[src/rtl/reset_sequencer.sv]
// Sequences the debug and system resets from a synchronised clock-manager lock,
// with a CPU-requested soft reset of the system domain and a saturating lock-loss counter.
module reset_sequencer #(
    parameter int LOCK_STABLE_CYCLES = 16,
    parameter int SEQ_GAP            = 4,
    parameter int RST_HOLD_CYCLES    = 8,
    parameter int CNT_W              = 8
) (
    input  logic             clk,
    input  logic             reset,
    input  logic             locked,
    input  logic             sw_rst_req,
    output logic             rst_sys,
    output logic             rst_dbg,
    output logic             ready,
    output logic [CNT_W-1:0] lock_loss_cnt
);

    typedef enum logic [2:0] {
        S_WAIT,
        S_STABLE,
        S_DBG_REL,
        S_RUN,
        S_SOFT
    } state_t;

    // The shared counter only has to reach the longest residence minus one.
    localparam int MAX_AB = (LOCK_STABLE_CYCLES > SEQ_GAP) ? LOCK_STABLE_CYCLES : SEQ_GAP;
    localparam int MAX_C  = (MAX_AB > RST_HOLD_CYCLES) ? MAX_AB : RST_HOLD_CYCLES;
    localparam int CW     = (MAX_C > 1) ? $clog2(MAX_C) : 1;

    localparam logic [CW-1:0]    STABLE_LAST = CW'(LOCK_STABLE_CYCLES - 1);
    localparam logic [CW-1:0]    GAP_LAST    = CW'(SEQ_GAP - 1);
    localparam logic [CW-1:0]    HOLD_LAST   = CW'(RST_HOLD_CYCLES - 1);
    localparam logic [CW-1:0]    CNT_ONE     = CW'(1);
    localparam logic [CNT_W-1:0] LOSS_ONE    = CNT_W'(1);

    logic          sync1_reg;
    logic          locked_s;
    state_t        state_reg;
    state_t        state_next;
    logic [CW-1:0] cnt_reg;
    logic [CW-1:0] cnt_next;
    logic          lock_fall;

    // locked_s is about to drop on this edge, so the count moves together with it.
    assign lock_fall = locked_s & ~sync1_reg;

    always_comb begin
        state_next = state_reg;
        cnt_next   = cnt_reg + CNT_ONE;
        case (state_reg)
            S_WAIT: begin
                cnt_next = '0;
                if (locked_s)
                    state_next = S_STABLE;
            end
            S_STABLE: begin
                if (!locked_s)
                    state_next = S_WAIT;
                else if (cnt_reg == STABLE_LAST)
                    state_next = S_DBG_REL;
            end
            S_DBG_REL: begin
                if (!locked_s)
                    state_next = S_WAIT;
                else if (cnt_reg == GAP_LAST)
                    state_next = S_RUN;
            end
            S_RUN: begin
                cnt_next = '0;
                if (!locked_s)
                    state_next = S_WAIT;
                else if (sw_rst_req)
                    state_next = S_SOFT;
            end
            S_SOFT: begin
                if (!locked_s)
                    state_next = S_WAIT;
                else if (cnt_reg == HOLD_LAST)
                    state_next = S_RUN;
            end
            default: begin
                state_next = S_WAIT;
            end
        endcase
        if (state_next != state_reg)
            cnt_next = '0;
    end

    // Outputs decode state_next so they switch on the same edge as the state.
    always_ff @(posedge clk) begin
        if (reset) begin
            sync1_reg     <= 1'b0;
            locked_s      <= 1'b0;
            state_reg     <= S_WAIT;
            cnt_reg       <= '0;
            rst_sys       <= 1'b1;
            rst_dbg       <= 1'b1;
            ready         <= 1'b0;
            lock_loss_cnt <= '0;
        end else begin
            sync1_reg <= locked;
            locked_s  <= sync1_reg;
            state_reg <= state_next;
            cnt_reg   <= cnt_next;
            rst_dbg   <= !((state_next == S_DBG_REL) || (state_next == S_RUN) ||
                           (state_next == S_SOFT));
            rst_sys   <= (state_next != S_RUN);
            ready     <= (state_next == S_RUN);
            if (lock_fall && !(&lock_loss_cnt))
                lock_loss_cnt <= lock_loss_cnt + LOSS_ONE;
        end
    end

endmodule

[config.mk]
export PLATFORM = sky130hd
export DESIGN_NAME = reset_sequencer
export DESIGN_NICKNAME = d
export VERILOG_FILES = /design/src/rtl/reset_sequencer.sv
export SDC_FILE = /design/constraint.sdc
export NUM_CORES = 1
export LEC_CHECK = 0
export CAP_MARGIN = 30
export CORE_MARGIN = 2
export CORE_UTILIZATION = 51
export CTS_CLUSTER_SIZE = 14
export DETAILED_ROUTE_END_ITERATION = 8
export GPL_TIMING_DRIVEN = 0
export PLACE_DENSITY_LB_ADDON = 0.15
export SKIP_CTS_REPAIR_TIMING = 1
export SYNTH_ARGS = -nofsm -noshare
export SYNTH_HDL_FRONTEND = slang
export SYNTH_SLANG_ARGS = --single-unit
[constraint.sdc]
create_clock -name clk -period 2.36 [get_ports clk]
set_clock_uncertainty 0.2 [all_clocks]
set_input_delay 0.472 -clock clk [delete_from_list [all_inputs] [get_ports clk]]
set_output_delay 0.472 -clock clk [all_outputs]
set_load 0.02 [all_outputs]
* Word level (Yosys, flattened, before mapping)
Index checks and enable logic that the tools add are counted.
** Storage, ports and cells
- Bits in registers :: 20
- Latch bits :: 0
- Memory bits (writable) :: 0
- Bits in read-only memories :: 0
- Input port bits :: 4
- Word-level logic and storage cells :: 42
- Memories :: 0
** Cells by class
- $add $sub $neg :: 2
- Multiply operators :: 0
- Div/mod/pow operators :: 0
- Magnitude comparators :: 0
- Equality and inequality tests :: 12
- Shift-type cells :: 0
- Multiplexer cells :: 10
- Bitwise gates (word level) :: 2
- Reductions and logical operators :: 8
** Operators with widths (count)
- $mux 3 :: 9
- $pmux 3 s5 :: 1
- $eq 3x2->1 const B :: 4
- $add 8x1->8 const B :: 1
- $reduce_and 8->1 :: 1
- $eq 3x3->1 const B :: 2
- $add 4x1->4 const B :: 1
- $eq 4x2->1 const B :: 1
- $eq 4x3->1 const B :: 1
- $eq 4x4->1 const B :: 1
- $reduce_or 4->1 :: 1
- $eq 3x1->1 const B :: 1
- $logic_not 3->1 :: 1
- $ne 3x2->1 const B :: 1
- $ne 3x3->1 :: 1
- $logic_not 1->1 :: 2
- $logic_or 1x1->1 :: 2
- $and 1x1->1 :: 1
- $logic_and 1x1->1 :: 1
- $not 1->1 :: 1

* Logic depth before layout (Yosys ltp)
Gate-level depths: netlist (run 1).
- Depth in word-level cells :: 8
- Depth in mapped cells :: 6
- Gate-level depth less buffers :: 6

* Worst setup path after synthesis (run 1)
No wires, ideal clock.
- Path type :: register to register
- From :: register state_reg[0]
- To :: register cnt_reg[0]
- Library setup time :: 0.087 ns
- Arrival :: 1.390 ns
- Data required time :: 2.073 ns
- Path slack :: 0.683 ns
- Stages on the path, launching flop included :: 5
- Path buffers :: 0
- Clock period less this slack :: 1.677 ns
- Cell sequence :: dfxtp_1 > nor2b_2 > a221o_1 > a221oi_2 > nor4b_2
** On the way
- Longest elaborated chain between the ends :: 5
** Ends and longest elaborated chain
- start, declared :: RTL line 40 : state_t state_reg;
- start signal, assigned :: RTL line 105 : state_reg <= state_next;
- $mux 3, on equally long branches (2 in a row)
- $pmux 3 s5 :: RTL line 52 : case (state_reg)
- $ne 3x3->1 :: RTL line 87 : if (state_next != state_reg)
- $reduce_or 4->1 (no line) *
- end signal, assigned :: RTL line 106 : cnt_reg <= cnt_next;
- end, declared :: RTL line 42 : logic [CW-1:0] cnt_reg;
Every way passes the cells marked *; elsewhere a longest branch is shown, timed or not.
A chain may end at the register's enable or synchronous reset.

* Worst setup path in the final report (run 1)
- From :: register cnt_reg[0]
- To :: register cnt_reg[0]
** On the way
- Longest elaborated chain between the ends :: 6
** Ends and longest elaborated chain
- $eq 4x3->1 (tied with other cells) :: RTL line 80 : else if (cnt_reg == HOLD_LAST)
- $mux 3, on equally long branches :: RTL line 80, 61, 67
- $mux 3, on equally long branches :: RTL line 78, 59, 65
- $pmux 3 s5 :: RTL line 52
- $ne 3x3->1 :: RTL line 87
- $reduce_or 4->1 (no line)
Several ways; a longest one is shown, not always the timed one.

==> results by group, run 1 <==
Logic synthesis
  • XOR/XNOR Fraction of Synth Area: 7.45%
  • Largest family of logic cells by synthesized area: simple AND/OR/NAND/NOR gates
  • Synthesized area: 941 um^2
  • Synthesized Nets: 111
  • Post-Synth Simple-Gate Area: 31.0%
  • Compound-Gate Fraction of Synth Area: 14.1%
  • Synth Area in Adders: 2.66%
  • Synthesized flop and latch total: 20
  • Distinct cell type count after synthesis: 37
  • Mux cell area share after synthesis: 0%
  • Post-Syn Instances: 105
  • Ys Warns: 0
  • Post-Syn Area per Cell: 8.96 um^2
  • Sequential element share of the synthesized area: 42.6%

Pwr
  • Comb pwr share: 5.3%
  • Total power: 563 uW
  • Psw: 114 uW
  • Max IR drop VDD: 0.532 mV
  • Internal power: 449 uW
  • Clock share of power: 33.5%
  • Cell Pwr Density: 491 nW/um^2
  • Net switching share of the total power: 20.3%
  • Leakage: 0.406 nW
  • Seq pwr share: 61.2%

Clocking
  • H-tree levels: 1
  • CTS buffer count: 3
  • Clock root buffer master: clkbuf_4
  • Clk pin slew, worst setup/hold paths: 0.10 ns
  • Clk_lat worst skew: 0.29 ns
  • CTS sink count: 20
  • Max Root-Sink Buffers: 2
  • CTS tree: built

Route
  • DR vias/cell: 5.46
  • Residual DRC count: 0
  • Total wire length: 1750 um
  • Pre-antenna DRT Iters: 4
  • Via count: 808
  • ANT nets after route: 0
  • Iter 0 DRT Violations: 11
  • Wire length per cell: 11.8 um

Global routing
  • Number of global-route vias before repair: 699
  • Initial antenna violation count: 0
  • Most Used Layer, Global Route: met2
  • Global-route wire length before repair: 3000 um
  • Grt met3 use: 6.92%
  • Met1 usage: 27.0%
  • GRT Util Overall: 19.7%
  • Met2 usage: 29.6%
  • Largest net degree at the start of global routing: 12
  • Grt ovf: 0

Final layout
  • Area grow syn2layout: 22.1%
  • Fill cells: 156
  • Layout cells sized above 1: 9.76%
  • N_diodes: 0
  • Fin cells: 148
  • Post-Route Utilization: 66.5%
  • Nets: 130
  • Max reg flops: 8

Placement
  • Port Buffers: 14
  • Hpwl dp: 1340 um
  • Dpl cells: 144
  • RePlAce Congestion: 0.779

Timing
  • Post-layout min period: 2.03 ns
  • Fin. Hold Viols: 0
  • Unrepaired setup endpoints after global routing: false
  • Worst-Margin Slew: 0.439 ns
  • Hold_ws: 0.267 ns
  • Setup-failing EPs final: 0
  • Post-route setup TNS: 0 ns
  • FMAX: 0.492 GHz
  • Fin crit share: 86.1%
  • Slew Viols, Final: 0
  • Slew HR: 70.8%

Hold path
  • HP Class: reg2reg

Critical path
  • Reg-to-Reg End: cnt_reg[0]
  • Flop-to-flop setup slack: 0.33 ns
  • Critical path destination: cnt_reg[0]
  • Critical path cell sequence: ha_1 -> nand3b_1 -> a21boi_0 -> o21ai_0 -> a21oi_1 -> nor4b_2
  • Critical path type: reg2reg
  • Critical R2R Launch: cnt_reg[0]
  • Critical Path Fanout Max: 6
  • Arrival @ worst endpoint: 2.04 ns
  • CP startpoint: cnt_reg[0]
  • Req. time, crit path: 2.37 ns
  • R2r worst-path depth: 6
  • Crit end category: register
  • Slowest stage delay, CP: 0.35 ns
  • Crit-path slowest cell: dfxtp_1
  • Crit start category: register

Floorplan
  • Die area: 2200 um^2
  • Die Y: 47.0 um
  • Initial Util: 54.5%
  • Core area: 1730 um^2
  • Num ports: 15
  • Die Wd: 47.0 um
  • Row count: 15

Run status
  • Status: finished, final reports clean

Run
  • # Max-Cap Violations: 0
[through the flow]
stage	setup slack (ns)	area [um^2]
after floorplan	0.683	941
after global placement	0.140	1110
after detailed placement	0.0752	1110
after CTS	0.327	1150
after global routing	0.172	1150
final	0.329	1150
[cell type report]
cell class | count | area [um^2] | area share, %
inverter | 1 | 3.75 | 0.327
timing repair buffer | 14 | 140 | 12.2
sequential | 20 | 400 | 34.9
buffer | 2 | 17.5 | 1.53
multi-input combinational | 82 | 519 | 45.2
clock buffer | 4 | 36.3 | 3.16
tap | 25 | 31.3 | 2.72
[routing by layer]
metal  wire length (um)  vias to the layer above
met1                853                      376
met5                  0                        -
met4                 13                        0
met3                 86                        2
li1                   -                      412
met2                797                       18
[synth_stat cells, drive strengths merged]
| cell | instances | area (um^2) |
|---|---|---|
| o21ai | 4 | 20.0 |
| and4b | 1 | 10.0 |
| nand4 | 1 | 6.26 |
| a221o | 1 | 10.0 |
| a221oi | 1 | 15.0 |
| and4bb | 1 | 12.5 |
| clkbuf | 2 | 17.5 |
| nor3b | 1 | 7.51 |
| o211ai | 1 | 7.51 |
| a21boi | 1 | 7.51 |
| nor3 | 6 | 30.0 |
| nand3b | 1 | 7.51 |
| and3 | 3 | 20.0 |
| nor4b | 1 | 15.0 |
| nand2 | 10 | 37.5 |
| ha | 2 | 25.0 |
| o21a | 1 | 7.51 |
| a22oi | 1 | 7.51 |
| and2b | 1 | 8.76 |
| xor2 | 2 | 17.5 |
| nor2 | 13 | 48.8 |
| and3b | 1 | 10.0 |
| nand2b | 2 | 12.5 |
| a21oi | 3 | 15.0 |
| a31oi | 4 | 25.0 |
| xnor2 | 6 | 52.6 |
| o31a | 1 | 8.76 |
| inv | 1 | 3.75 |
| nand3 | 5 | 25.0 |
| a2bb2oi | 1 | 8.76 |
| or3 | 1 | 6.26 |
| dfxtp | 20 | 400 |
| and2 | 1 | 6.26 |
| nor2b | 4 | 27.5 |
[worst min-delay path by stage]
stage,start,cells past startpoint,to
2_1_floorplan,sync1_reg,1,locked_s
3_3_place_gp,sync1_reg,1,locked_s
3_5_place_dp,sync1_reg,1,locked_s
4_1_cts,sync1_reg,1,locked_s
5_1_grt,sync1_reg,1,locked_s
6_report,sync1_reg,1,locked_s
[critical path, delay by kind of cell, from the launching register on]
kind            cells  cell delay (ns)
fa+ha+maj           1             0.28
compound gates      3             0.67
simple gates        2             0.45
flops               1             0.35
[layout by cell type (no fill, tap or decap), types with 2 or more instances in the layout]
| cell type | netlist | layout |
|---|---|---|
| o21ai_0 | 4 | 4 |
| xor2_1 | 2 | 2 |
| xnor2_1 | 6 | 6 |
| a21oi_1 | 3 | 3 |
| ha_1 | 2 | 2 |
| and3_1 | 2 | 2 |
| nor2b_1 | 3 | 3 |
| clkbuf_4 | 0 | 3 |
| nand2b_1 | 2 | 2 |
| a31oi_1 | 4 | 4 |
| nand2_1 | 10 | 10 |
| nor2_1 | 13 | 13 |
| clkbuf_8 | 1 | 2 |
| nand3_1 | 5 | 5 |
| dfxtp_1 | 20 | 20 |
| clkdlybuf4s50_1 | 0 | 14 |
| nor3_1 | 6 | 6 |
[power by group through the flow]
stage | clock [mW] | sequential, mW | combinational (mW)
after floorplan | 0 | 0.353 | 0.0158
after global placement | 0 | 0.352 | 0.0290
after detailed placement | 0 | 0.353 | 0.0296
after CTS | 0.198 | 0.345 | 0.0298
after global routing | 0.218 | 0.346 | 0.0331
final | 0.189 | 0.345 | 0.0298
[kinds of logic after synthesis]
kind of cell / after synthesis
AND/OR/NAND/NOR: 53
adder cells (fa/ha/maj): 2
AO/OA/AOI/OAI: 19
XOR/XNOR: 8
buffers and inverters: 3
flip-flops: 20
(Power assumes the default switching activity.)
==> inputs of run 2 (changes only) <==
--- a/config.mk
+++ b/config.mk
@@ -6,8 +6,10 @@
 export NUM_CORES = 1
 export LEC_CHECK = 0
 export CAP_MARGIN = 30
+export CELL_PAD_IN_SITES_DETAIL_PLACEMENT = 2
+export CELL_PAD_IN_SITES_GLOBAL_PLACEMENT = 2
 export CORE_MARGIN = 2
-export CORE_UTILIZATION = 51
+export CORE_UTILIZATION = 31
 export CTS_CLUSTER_SIZE = 14
 export DETAILED_ROUTE_END_ITERATION = 8
 export GPL_TIMING_DRIVEN = 0
@@ -16,3 +18,4 @@
 export SYNTH_ARGS = -nofsm -noshare
 export SYNTH_HDL_FRONTEND = slang
 export SYNTH_SLANG_ARGS = --single-unit
+export TNS_END_PERCENT = 10
==> results by group, run 2 (synthesized netlist as in run 1, its figures left out) <==
Floorplan
  • Die Y: 59.1 um (was 47.0 um)
  • Die area: 3490 um^2 (was 2200 um^2)
  • Num ports: 15 (unchanged)
  • Initial Util: 33.3% (was 54.5%)
  • Row count: 19 (was 15)
  • Die Wd: 59.1 um (was 47.0 um)
  • Core area: 2830 um^2 (was 1730 um^2)

Placement
  • RePlAce Congestion: 0.797 (was 0.779)
  • Hpwl dp: 1750 um (was 1340 um)
  • Port Buffers: 14 (unchanged)
  • Dpl cells: 150 (was 144)

Timing
  • Unrepaired setup endpoints after global routing: false (unchanged)
  • Post-route setup TNS: 0 ns (unchanged)
  • FMAX: 0.477 GHz (was 0.492 GHz)
  • Post-layout min period: 2.09 ns (was 2.03 ns)
  • Fin crit share: 88.8% (was 86.1%)
  • Worst-Margin Slew: 0.435 ns (was 0.439 ns)
  • Slew HR: 71.0% (was 70.8%)
  • Fin. Hold Viols: 0 (unchanged)
  • Setup-failing EPs final: 0 (unchanged)
  • Slew Viols, Final: 0 (unchanged)

Pwr
  • Leakage: 0.406 nW (unchanged)
  • Cell Pwr Density: 500 nW/um^2 (was 491 nW/um^2)
  • Max IR drop VDD: 0.345 mV (was 0.532 mV)

Final layout
  • Nets: 130 (unchanged)
  • Layout cells sized above 1: 9.76% (unchanged)
  • N_diodes: 0 (unchanged)
  • Post-Route Utilization: 40.9% (was 66.5%)
  • Fill cells: 333 (was 156)
  • Most frequent cells in the layout: dfxtp_1 (20), clkdlybuf4s50_1 (14), nor2_1 (13) (unchanged)
  • Most common cell after layout, fill and taps aside: dfxtp_1 (unchanged)
  • Max reg flops: 8 (unchanged)
  • Area grow syn2layout: 22.9% (was 22.1%)
  • Fin cells: 154 (was 148)

Run status
  • Status: finished, final reports clean (unchanged)

Clocking
  • CTS tree: built (unchanged)
  • Clock root buffer master: clkbuf_4 (unchanged)
  • Clk pin slew, worst setup/hold paths: 0.11 ns (was 0.10 ns)
  • H-tree levels: 1 (unchanged)
  • CTS buffer count: 3 (unchanged)
  • CTS sink count: 20 (unchanged)
  • Clk_lat worst skew: 0.31 ns (was 0.29 ns)
  • Max Root-Sink Buffers: 2 (unchanged)

Critical path
  • Crit end category: register (unchanged)
  • Req. time, crit path: 2.35 ns (was 2.37 ns)
  • Critical path type: reg2reg (unchanged)
  • Crit start category: register (unchanged)
  • Critical Path Fanout Max: 6 (unchanged)
  • Arrival @ worst endpoint: 2.09 ns (was 2.04 ns)

Route
  • Iter 0 DRT Violations: 8 (was 11)
  • DR vias/cell: 5.34 (was 5.46)
  • Pre-antenna DRT Iters: 6 (was 4)
  • Via count: 822 (was 808)
  • Wire length per cell: 15.0 um (was 11.8 um)
  • Total wire length: 2310 um (was 1750 um)
  • Residual DRC count: 0 (unchanged)
  • ANT nets after route: 0 (unchanged)

Global routing
  • GRT Util Overall: 15.2% (was 19.7%)
  • Initial antenna violation count: 0 (unchanged)
  • Number of global-route vias before repair: 841 (was 699)
  • Largest net degree at the start of global routing: 12 (unchanged)
  • Global-route wire length before repair: 3940 um (was 3000 um)
  • Grt ovf: 0 (unchanged)

Run
  • # Max-Cap Violations: 0 (unchanged)

Hold path
  • HP Class: reg2reg (unchanged)
[run 2: cell counts in the layout (fill, tap and decap cells not counted)]
Identical to the previous run, type by type.
[run 2: final cells by class]
class / instances / area, um^2 / area share, %
tap: 31 / 38.8 / 3.35
multi-input combinational: 82 / 519 / 44.9
buffer: 2 / 17.5 / 1.52
timing repair buffer: 14 / 140 / 12.1
sequential: 20 / 400 / 34.6
clock buffer: 4 / 36.3 / 3.14
inverter: 1 / 3.75 / 0.325
[run 2: stage by stage]
step / total power, mW / hold slack, ns / area, um^2 / worst slack, ns
CTS: 0.589 / 0.292 / 1160 / 0.239
global route: 0.607 / 0.301 / 1160 / 0.00365
floorplan: 0.369 / 0.239 / 941 / 0.683
finish: 0.578 / 0.284 / 1160 / 0.265
detailed placement: 0.384 / 0.259 / 1120 / 0.0399
global placement: 0.383 / 0.244 / 1120 / 0.0952
[run 2: power by group]
group	switching [mW]	internal [mW]	total (mW)	leakage, nW
clock network	0.108	0.0944	0.202	0.0210
logic	0.0165	0.0141	0.0306	0.223
registers	0.00447	0.341	0.345	0.162
[run 2: critical path: stages, from the launching register on]
cell and delay, ns:
dfxtp_1 0.38, ha_1 0.32, nand3b_1 0.19, a21boi_0 0.23, o21ai_0 0.17, a21oi_1 0.38
nor3_1 0.11
[run 2: worst paths after layout]
| kind | slack [ns] | endpoint | depth (start not counted) | from |
|---|---|---|---|---|
| max | 0.27 | cnt_reg[3] | 6 | cnt_reg[0] |
| max reg2reg | 0.27 | cnt_reg[3] | 6 | cnt_reg[0] |
| min reg2reg | 0.28 | cnt_reg[0] | 1 | cnt_reg[0] |
| min | 0.28 | cnt_reg[0] | 1 | cnt_reg[0] |
[run 2: layer usage]
metal	vias up	routed length (um)	GRT usage, %
met4	0	15	2.92
met1	398	1150	20.4
met5	-	0	0
met3	3	75	4.59
li1	407	-	-
met2	14	1060	24.3
==> inputs of run 3 (changes only) <==
--- a/config.mk
+++ b/config.mk
@@ -13,6 +13,7 @@
 export CTS_CLUSTER_SIZE = 14
 export DETAILED_ROUTE_END_ITERATION = 8
 export GPL_TIMING_DRIVEN = 0
+export MAX_ROUTING_LAYER = met4
 export PLACE_DENSITY_LB_ADDON = 0.15
 export SKIP_CTS_REPAIR_TIMING = 1
 export SYNTH_ARGS = -nofsm -noshare
==> results by group, run 3 (synthesized netlist as in run 1, its figures left out) <==
Clocking
  • Clock root buffer master: clkbuf_4 (unchanged)
  • Clk pin slew, worst setup/hold paths: 0.11 ns (about the same)
  • Max Root-Sink Buffers: 2 (unchanged)
  • CTS tree: built (unchanged)
  • Clk_lat worst skew: 0.31 ns (about the same)
  • CTS buffer count: 3 (unchanged)
  • H-tree levels: 1 (unchanged)
  • CTS sink count: 20 (unchanged)

Global routing
  • GRT Util Overall: 15.7% (was 15.2%)
  • Grt ovf: 0 (unchanged)
  • Global-route wire length before repair: 3930 um (was 3940 um)
  • Number of global-route vias before repair: 836 (was 841)
  • Largest net degree at the start of global routing: 12 (unchanged)
  • Initial antenna violation count: 0 (unchanged)

Floorplan
  • Die Y: 59.1 um (unchanged)
  • Num ports: 15 (unchanged)
  • Die area: 3490 um^2 (unchanged)
  • Core area: 2830 um^2 (unchanged)
  • Row count: 19 (unchanged)
  • Initial Util: 33.3% (unchanged)
  • Die Wd: 59.1 um (unchanged)

Timing
  • FMAX: 0.481 GHz (was 0.477 GHz)
  • Unrepaired setup endpoints after global routing: false (unchanged)
  • Fin. Hold Viols: 0 (unchanged)
  • Slew HR: 71.1% (was 71.0%)
  • Worst-Margin Slew: 0.434 ns (was 0.435 ns)
  • Setup-failing EPs final: 0 (unchanged)
  • Slew Viols, Final: 0 (unchanged)
  • Post-layout min period: 2.08 ns (was 2.09 ns)
  • Fin crit share: 88.1% (was 88.8%)
  • Post-route setup TNS: 0 ns (unchanged)

Run status
  • Status: finished, final reports clean (unchanged)

Route
  • ANT nets after route: 0 (unchanged)
  • Total wire length: 2310 um (about the same)
  • Pre-antenna DRT Iters: 6 (unchanged)
  • Wire length per cell: 15.0 um (about the same)
  • DR vias/cell: 5.34 (unchanged)
  • Via count: 822 (unchanged)
  • Iter 0 DRT Violations: 9 (was 8)
  • Residual DRC count: 0 (unchanged)

Final layout
  • N_diodes: 0 (unchanged)
  • Nets: 130 (unchanged)
  • Area grow syn2layout: 22.9% (unchanged)
  • Layout cells sized above 1: 9.76% (unchanged)
  • Most frequent cells in the layout: dfxtp_1 (20), clkdlybuf4s50_1 (14), nor2_1 (13) (unchanged)
  • Most common cell after layout, fill and taps aside: dfxtp_1 (unchanged)
  • Max reg flops: 8 (unchanged)
  • Fill cells: 333 (unchanged)

Pwr
  • Cell Pwr Density: 499 nW/um^2 (was 500 nW/um^2)
  • Leakage: 0.406 nW (unchanged)
  • Total power: 577 uW (was 578 uW)
  • Max IR drop VDD: 0.344 mV (was 0.345 mV)

Placement
  • Port Buffers: 14 (unchanged)
  • RePlAce Congestion: 0.809 (was 0.797)
  • Hpwl dp: 1750 um (unchanged)

Run
  • # Max-Cap Violations: 0 (unchanged)

Critical path
  • Critical path type: reg2reg (unchanged)
  • Critical Path Fanout Max: 6 (unchanged)
  • Req. time, crit path: 2.35 ns (about the same)
  • Arrival @ worst endpoint: 2.07 ns (was 2.09 ns)
  • Crit start category: register (unchanged)
  • Crit end category: register (unchanged)

Hold path
  • HP Class: reg2reg (unchanged)
[run 3: cell counts in the layout (fill, tap and decap cells not counted)]
No cell type changed its count.
[run 3: per-layer routing]
| layer | up-vias | wire [um] | global-route usage [%] |
|---|---|---|---|
| met4 | 0 | 15 | 2.92 |
| li1 | 408 | - | - |
| met1 | 399 | 1170 | 20.2 |
| met2 | 12 | 1050 | 24.6 |
| met5 | - | 0 | - |
| met3 | 3 | 70 | 4.59 |
[run 3: final timing paths]
path	start	end	slack, ns	cells past startpoint
setup reg to reg	cnt_reg[0]	cnt_reg[3]	0.28	6
setup / recovery	cnt_reg[0]	cnt_reg[3]	0.28	6
hold / removal	cnt_reg[0]	cnt_reg[0]	0.28	1
hold reg to reg	cnt_reg[0]	cnt_reg[0]	0.28	1
[run 3: cell type report]
type / count / area [um^2] / share of cell area, %
clock buffers: 4 / 36.3 / 3.14
repair buffers: 14 / 140 / 12.1
well taps: 31 / 38.8 / 3.35
flip-flops and latches: 20 / 400 / 34.6
plain buffers: 2 / 17.5 / 1.52
multi-input cells: 82 / 519 / 44.9
inverters: 1 / 3.75 / 0.325
[run 3: worst max-delay path: stages (launching register included)]
cell      delay, ns
dfxtp_1        0.38
ha_1           0.32
nand3b_1       0.18
a21boi_0       0.23
o21ai_0        0.17
a21oi_1        0.38
nor3_1         0.11
[run 3: power breakdown]
part	switching, mW	total (mW)	leakage (nW)	internal [mW]
registers	0.00448	0.345	0.162	0.341
clock network	0.106	0.201	0.0210	0.0943
logic	0.0165	0.0306	0.223	0.0141
[run 3: per-stage QoR]
stage	utilization (%)	cells	area (um^2)	setup slack [ns]	hold slack [ns]
after global placement	39.6	150	1120	0.0952	0.244
after detailed placement	39.6	150	1120	0.0399	0.259
after floorplan	-	105	941	0.683	0.239
after CTS	40.9	154	1160	0.239	0.292
after global routing	40.9	154	1160	0.00374	0.301
final	40.9	154	1160	0.280	0.284
